==> src/rtl/modbus_rtu_frame_rx.sv <==
// Modbus RTU frame receiver: silence-delimited framing, byte buffer, CRC-16/MODBUS check.
// Optional device-address filtering is enabled with MODBUS_ADDR_FILTER_EN.
module modbus_rtu_frame_rx #(
    parameter int unsigned CLK_FREQ  = 50000000,
    parameter int unsigned BAUD_RATE = 9600,
    parameter int unsigned MAX_LEN   = 256
) (
    input  logic       clk_in,
    input  logic       rst_n_in,
    input  logic [7:0] rx_data,
    input  logic       rx_state,
    input  logic       rx_done,
    input  logic [7:0] rd_addr,
    output logic [7:0] rd_data,
    output logic       frame_busy,
    output logic       frame_valid,
    output logic [8:0] frame_len,
    output logic       crc_ok,
    output logic       frame_err
`ifdef MODBUS_ADDR_FILTER_EN
    ,
    input  logic [7:0] dev_addr
`endif
);

    localparam int unsigned CHAR_CYC = (CLK_FREQ / BAUD_RATE) * 11;
    localparam int unsigned T15 = (BAUD_RATE <= 19200) ? (CHAR_CYC * 3 / 2)
                                                       : ((CLK_FREQ / 1000000) * 750);
    localparam int unsigned T35 = (BAUD_RATE <= 19200) ? (CHAR_CYC * 7 / 2)
                                                       : ((CLK_FREQ / 1000000) * 1750);
    localparam logic [23:0] T15_C = 24'(T15);
    localparam logic [23:0] T35_C = 24'(T35);
    localparam int unsigned AW = (MAX_LEN > 1) ? $clog2(MAX_LEN) : 1;
    localparam logic [8:0] MAX_LEN_C = 9'(MAX_LEN);

    typedef enum logic [1:0] {
        S_INIT,
        S_IDLE,
        S_RECV,
        S_DONE
    } state_t;

    state_t      state;
    state_t      state_nxt;
    logic [23:0] silence;
    logic        sil_full;
    logic        rx_state_q;
    logic        char_start;
    logic [8:0]  len;
    logic        err;
    logic [15:0] crc;
    logic        has_room;
    logic        wr_en;
    logic [AW-1:0] wr_addr;
    logic        addr_ok;
    logic        report;
    logic        crc_ok_nxt;
    logic [7:0]  buf_mem [MAX_LEN];

    function automatic logic [15:0] crc16_byte(input logic [15:0] c, input logic [7:0] d);
        logic [15:0] r;
        r = c ^ {8'h00, d};
        for (int unsigned i = 0; i < 8; i++) begin
            r = r[0] ? ((r >> 1) ^ 16'hA001) : (r >> 1);
        end
        return r;
    endfunction

    assign sil_full = (silence == T35_C);
    assign has_room = (len < MAX_LEN_C);
    // Edge is taken against the previous level so the gap length is still visible in silence.
    assign char_start = rx_state & ~rx_state_q;

    always_ff @(posedge clk_in or negedge rst_n_in) begin
        if (!rst_n_in) begin
            silence    <= '0;
            rx_state_q <= 1'b0;
        end else begin
            rx_state_q <= rx_state;
            if (rx_state || rx_done) begin
                silence <= '0;
            end else if (!sil_full) begin
                silence <= silence + 24'd1;
            end
        end
    end

    always_ff @(posedge clk_in or negedge rst_n_in) begin
        if (!rst_n_in) begin
            state <= S_INIT;
        end else begin
            state <= state_nxt;
        end
    end

    always_comb begin
        state_nxt = state;
        case (state)
            S_INIT:  if (sil_full) state_nxt = S_IDLE;
            S_IDLE:  if (rx_done) state_nxt = S_RECV;
            S_RECV:  if (!rx_done && sil_full) state_nxt = S_DONE;
            S_DONE:  state_nxt = S_IDLE;
            default: state_nxt = S_INIT;
        endcase
    end

    always_comb begin
        frame_busy = (state == S_RECV) || (state == S_DONE);
        report     = (state == S_DONE) && addr_ok;
        crc_ok_nxt = (crc == 16'h0000) && (len >= 9'd4) && !err;
    end

    always_ff @(posedge clk_in or negedge rst_n_in) begin
        if (!rst_n_in) begin
            frame_valid <= 1'b0;
            frame_len   <= '0;
            crc_ok      <= 1'b0;
            frame_err   <= 1'b0;
        end else begin
            frame_valid <= report;
            if (report) begin
                frame_len <= len;
                crc_ok    <= crc_ok_nxt;
                frame_err <= err;
            end
        end
    end

    always_ff @(posedge clk_in or negedge rst_n_in) begin
        if (!rst_n_in) begin
            len <= '0;
            err <= 1'b0;
            crc <= 16'hFFFF;
        end else begin
            case (state)
                S_IDLE: begin
                    if (rx_done) begin
                        len <= 9'd1;
                        err <= 1'b0;
                        crc <= crc16_byte(16'hFFFF, rx_data);
                    end
                end
                S_RECV: begin
                    if (rx_done) begin
                        if (has_room) begin
                            len <= len + 9'd1;
                            crc <= crc16_byte(crc, rx_data);
                        end else begin
                            err <= 1'b1;
                        end
                    end
                    if (char_start && (silence >= T15_C)) begin
                        err <= 1'b1;
                    end
                end
                default: ;
            endcase
        end
    end

`ifdef MODBUS_ADDR_FILTER_EN
    logic [7:0] first_byte;

    always_ff @(posedge clk_in or negedge rst_n_in) begin
        if (!rst_n_in) begin
            first_byte <= '0;
        end else if ((state == S_IDLE) && rx_done) begin
            first_byte <= rx_data;
        end
    end

    assign addr_ok = (first_byte == dev_addr) || (first_byte == 8'h00);
`else
    assign addr_ok = 1'b1;
`endif

    assign wr_en   = rx_done && ((state == S_IDLE) || ((state == S_RECV) && has_room));
    assign wr_addr = (state == S_IDLE) ? '0 : len[AW-1:0];

    always_ff @(posedge clk_in) begin
        if (wr_en) begin
            buf_mem[wr_addr] <= rx_data;
        end
    end

    always_ff @(posedge clk_in or negedge rst_n_in) begin
        if (!rst_n_in) begin
            rd_data <= '0;
        end else if ({1'b0, rd_addr} < MAX_LEN_C) begin
            rd_data <= buf_mem[rd_addr[AW-1:0]];
        end
    end

endmodule

==> config.mk <==
export PLATFORM = sky130hd
export DESIGN_NAME = modbus_rtu_frame_rx
export DESIGN_NICKNAME = d
export VERILOG_FILES = /design/src/rtl/modbus_rtu_frame_rx.sv
export SDC_FILE = /design/constraint.sdc
export NUM_CORES = 2
export LEC_CHECK = 0
export ABC_AREA = 1
export BUFFER_PORTS_ARGS = -buffer_cell sky130_fd_sc_hd__buf_2
export CORE_UTILIZATION = 45
export DETAILED_ROUTE_END_ITERATION = 12
export SKIP_LAST_GASP = 1
export SYNTH_ARGS = -nofsm -noshare
export SYNTH_HDL_FRONTEND = slang
export SYNTH_SLANG_ARGS = --single-unit
==> constraint.sdc <==
create_clock -name clk_in -period 7.9 [get_ports clk_in]
set_input_delay 1.58 -clock clk_in [delete_from_list [all_inputs] [get_ports clk_in]]
set_output_delay 1.58 -clock clk_in [all_outputs]
set_load 0.02 [all_outputs]
==> summary.txt <==
Routing
  – Via density: about 5.7
  – Initial DRT Pass Iterations: 6
  – DRC viols: 0
  – Wire per inst: 24.3 um
  – DR vias: 57,180
  – Drt total wl: 243 mm
  – Starting DRT DRC Count: 6,833
  – Final ANT Viol Nets: 0

Yosys
  – Ys async rst share: 3.44%
  – Warnings from Yosys: 0
  – Mean Syn Cell Area: approximately 12 sq um
  – Sequential share of the synthesized area: 73.1%
  – Gate Count Post-Synth: 7,453
  – Mapped Area: 0.0866 sq mm
  – Netlist cell types: 41
  – Synth Net Count: 7,481
  – EDFF count, synth: 2,048
  – Synth Register Bits: 2,121
  – Post-synth top flop: edfxtp_1

Global routing
  – Largest net degree at the start of global routing: 202
  – Number of global-route vias before repair: 54,245
  – Initial antenna violation count: 5
  – Gr usage total: between 20% and 30%
  – Overflow after GRT: 0
  – First-pass GRT wire length: 360 mm

Clock tree
  – TritonCTS Sinks: around 2,100
  – Cts bufs inserted: 215
  – CTS tree: built
  – CTS H-Tree Depth: 4
  – Root buffer cell: clkbuf_16
  – Clk Latency, worst-skew pair: 0.85 ns
  – Deepest clock path buffer count: 3
  – # hold bufs at CTS: 0
  – Clock Pin Slew Worst Setup and Hold Paths: 0.06 ns
  – Post CTS Setup Buffer Count: 0
  – CTS resizes: 0

Worst setup path
  – Startpoint Class: register
  – Maximum net fanout on the critical path: 17
  – R2R depth: 11
  – CP Capture Point: buf_mem[125][1]
  – Kind of critical path: reg -> reg
  – Crit end category: register
  – CP arrival: 4.83 ns
  – Critical Path RT: 8.36 ns
  – Worst R2R Setup Slack: 3.53 ns
  – Setup crit start: state[0]
  – Reg2Reg Capture Point: buf_mem[125][1]
  – Worst reg2reg startpoint: state[0]

Timing
  – Final Cycle Share: approximately 55%
  – Worst slew pin tran: 1.24 ns
  – WHS: 0.466 ns
  – Max Slew Vio Count: 0
  – Setup Viol. Count Final: 0
  – Setup TNS: 0 ns
  – Relative slew slack: 17.1%
  – Period minus WS final: 4.37 ns
  – Fmax: 229 MHz
  – Final WS setup: between 3 and 4 ns
  – RSZ-0062 raised after global routing: false
  – Final hold violations: 0
  – Clock skew: 0.0393 ns

Pwr
  – Sequential share of power: 50.8%
  – Peak VDD IR: 0.000173 V
  – Switching part of the total: 24.2%
  – Internal Power: around 19,000 uW
  – P_sw: 5960 uW
  – Combinational share of power: 8.1%
  – Pwr dens: 257 mW/mm^2
  – Clock network fraction of design power: 41.1%
  – LEAKAGE: 0.0334 uW

Die
  – FP Rows: 160
  – Initial core utilization: a little under half
  – Die width: 441 um
  – Ports: 41
  – Chip height: between 400 and 500 um
  – Die ar.: 0.194 sq mm
  – Core area: 0.191 sq mm

Layout
  – Layout area overhead: 10.8%
  – Most frequent cells in the layout: 2,239 x nand2_1, 2,048 x edfxtp_1, 2,045 x nand3_1
  – Fin cells: 10,002
  – Fraction of layout cells with a size suffix above 1: 6.40%
  – Commonest non-fill, non-tap cell in the layout: nand2_1
  – Layout Utilization: roughly 50%
  – Layout net count: 7,327
  – # fillers: 16,487

Placement
  – DP Worst Slack: approximately 2.9 ns
  – Port bufs: 40
  – GP Congestion: 0.880
  – Dpl cells: 9,593
  – Hpwl dp: 132 mm

Hold path
  – Hold depth: 2
  – Min-delay worst type: reg -> reg
  – Hold_sp: frame_len[8]

Job
  – Max Cap Viol: 0

Run status
  – Status: finished clean
[Yosys cell counts (15+ instances only)]
library cell,number,area [sq um]
a21oi_1,25,125
buf_1,73,274
buf_2,149,746
clkbuf_1,261,980
dfrtp_1,57,1430
dfstp_2,16,420
edfxtp_1,2048,61500
inv_1,67,251
nand2_1,2251,8450
nand3_1,2045,10200
nor2_1,309,1160
nor3_1,15,75.1
o21ai_0,45,225
[power by group through the flow]
stage | clock [uW] | sequential, uW | combinational, uW
after floorplan | 0 | 12800 | 1140
after global placement | 0 | 12800 | 1950
after detailed placement | 0 | 12800 | 1980
after CTS | 10200 | 12500 | 1980
after global routing | 10700 | 12600 | 2160
final | 10100 | 12500 | 1990
[metrics by stage]
step	cell area [sq um]	power [uW]
final	96000	24700
after detailed placement	89000	14800
after global placement	89000	14700
after global routing	96000	25400
after floorplan	86600	13900
after CTS	96000	24800
[worst max-delay path: stages, from the launching register on]
cell     delay, ns
dfrtp_1       0.43
inv_1         0.11
ha_1          0.56
inv_2         0.31
nor2_2        0.19
nand2_2       0.09
o21ai_2       0.09
inv_2         0.10
nor4_4        0.30
nand2_2       0.57
buf_4         0.47
nor2_1        0.73
[cell families (layout without fill, tap and decap cells)]
logic type      after synthesis  count (layout)  share of synthesized area (%)
simple gates               4655            4655                           23.3
flops                      2121            2121                           73.1
buf+inv                     564             599                           2.71
compound gates               90              90                          0.597
xor+xnor                     15              15                          0.152
fa+ha+maj                     8               8                          0.116
other cells                   0               3                              0
[cell type report]
type                    instances  area [sq um]  share of cell area, %
multi-input cells            4768         21000                   21.9
repair buffers                119          1250                   1.30
flip-flops and latches       2121         63300                   66.0
well taps                    2511          3140                   3.27
diodes                          3          7.51                0.00782
inverters                      74           304                  0.317
clock buffers                 264          5620                   5.85
clock inverters               142          1370                   1.42
[sequential cells by signal, indices dropped and copies added (netlist names)]
signal	flops
rx_state_q	1
silence	24
rd_data	8
len	9
crc	16
err	1
frame_err	1
state	2
frame_len	9
buf_mem	2048
frame_valid	1
crc_ok	1
[layer usage]
metal / GRT usage, % / vias to the layer above / share of wire (%)
li1: - / 26125 / -
met1: 34.6 / 28277 / 41
met2: 38.7 / 2355 / 47
met3: 4.17 / 421 / 7.8
met4: 10.5 / 2 / 4.3
met5: 0 / - / 0.0054
[worst min path at each step]
stage,end,slack [ns]
after floorplan,err,0.44
after global placement,frame_len[8],0.45
after detailed placement,frame_len[8],0.46
after CTS,frame_len[8],0.47
after global routing,frame_len[8],0.50
final,frame_len[8],0.47
Note: power is estimated with default switching activity, not from simulation.
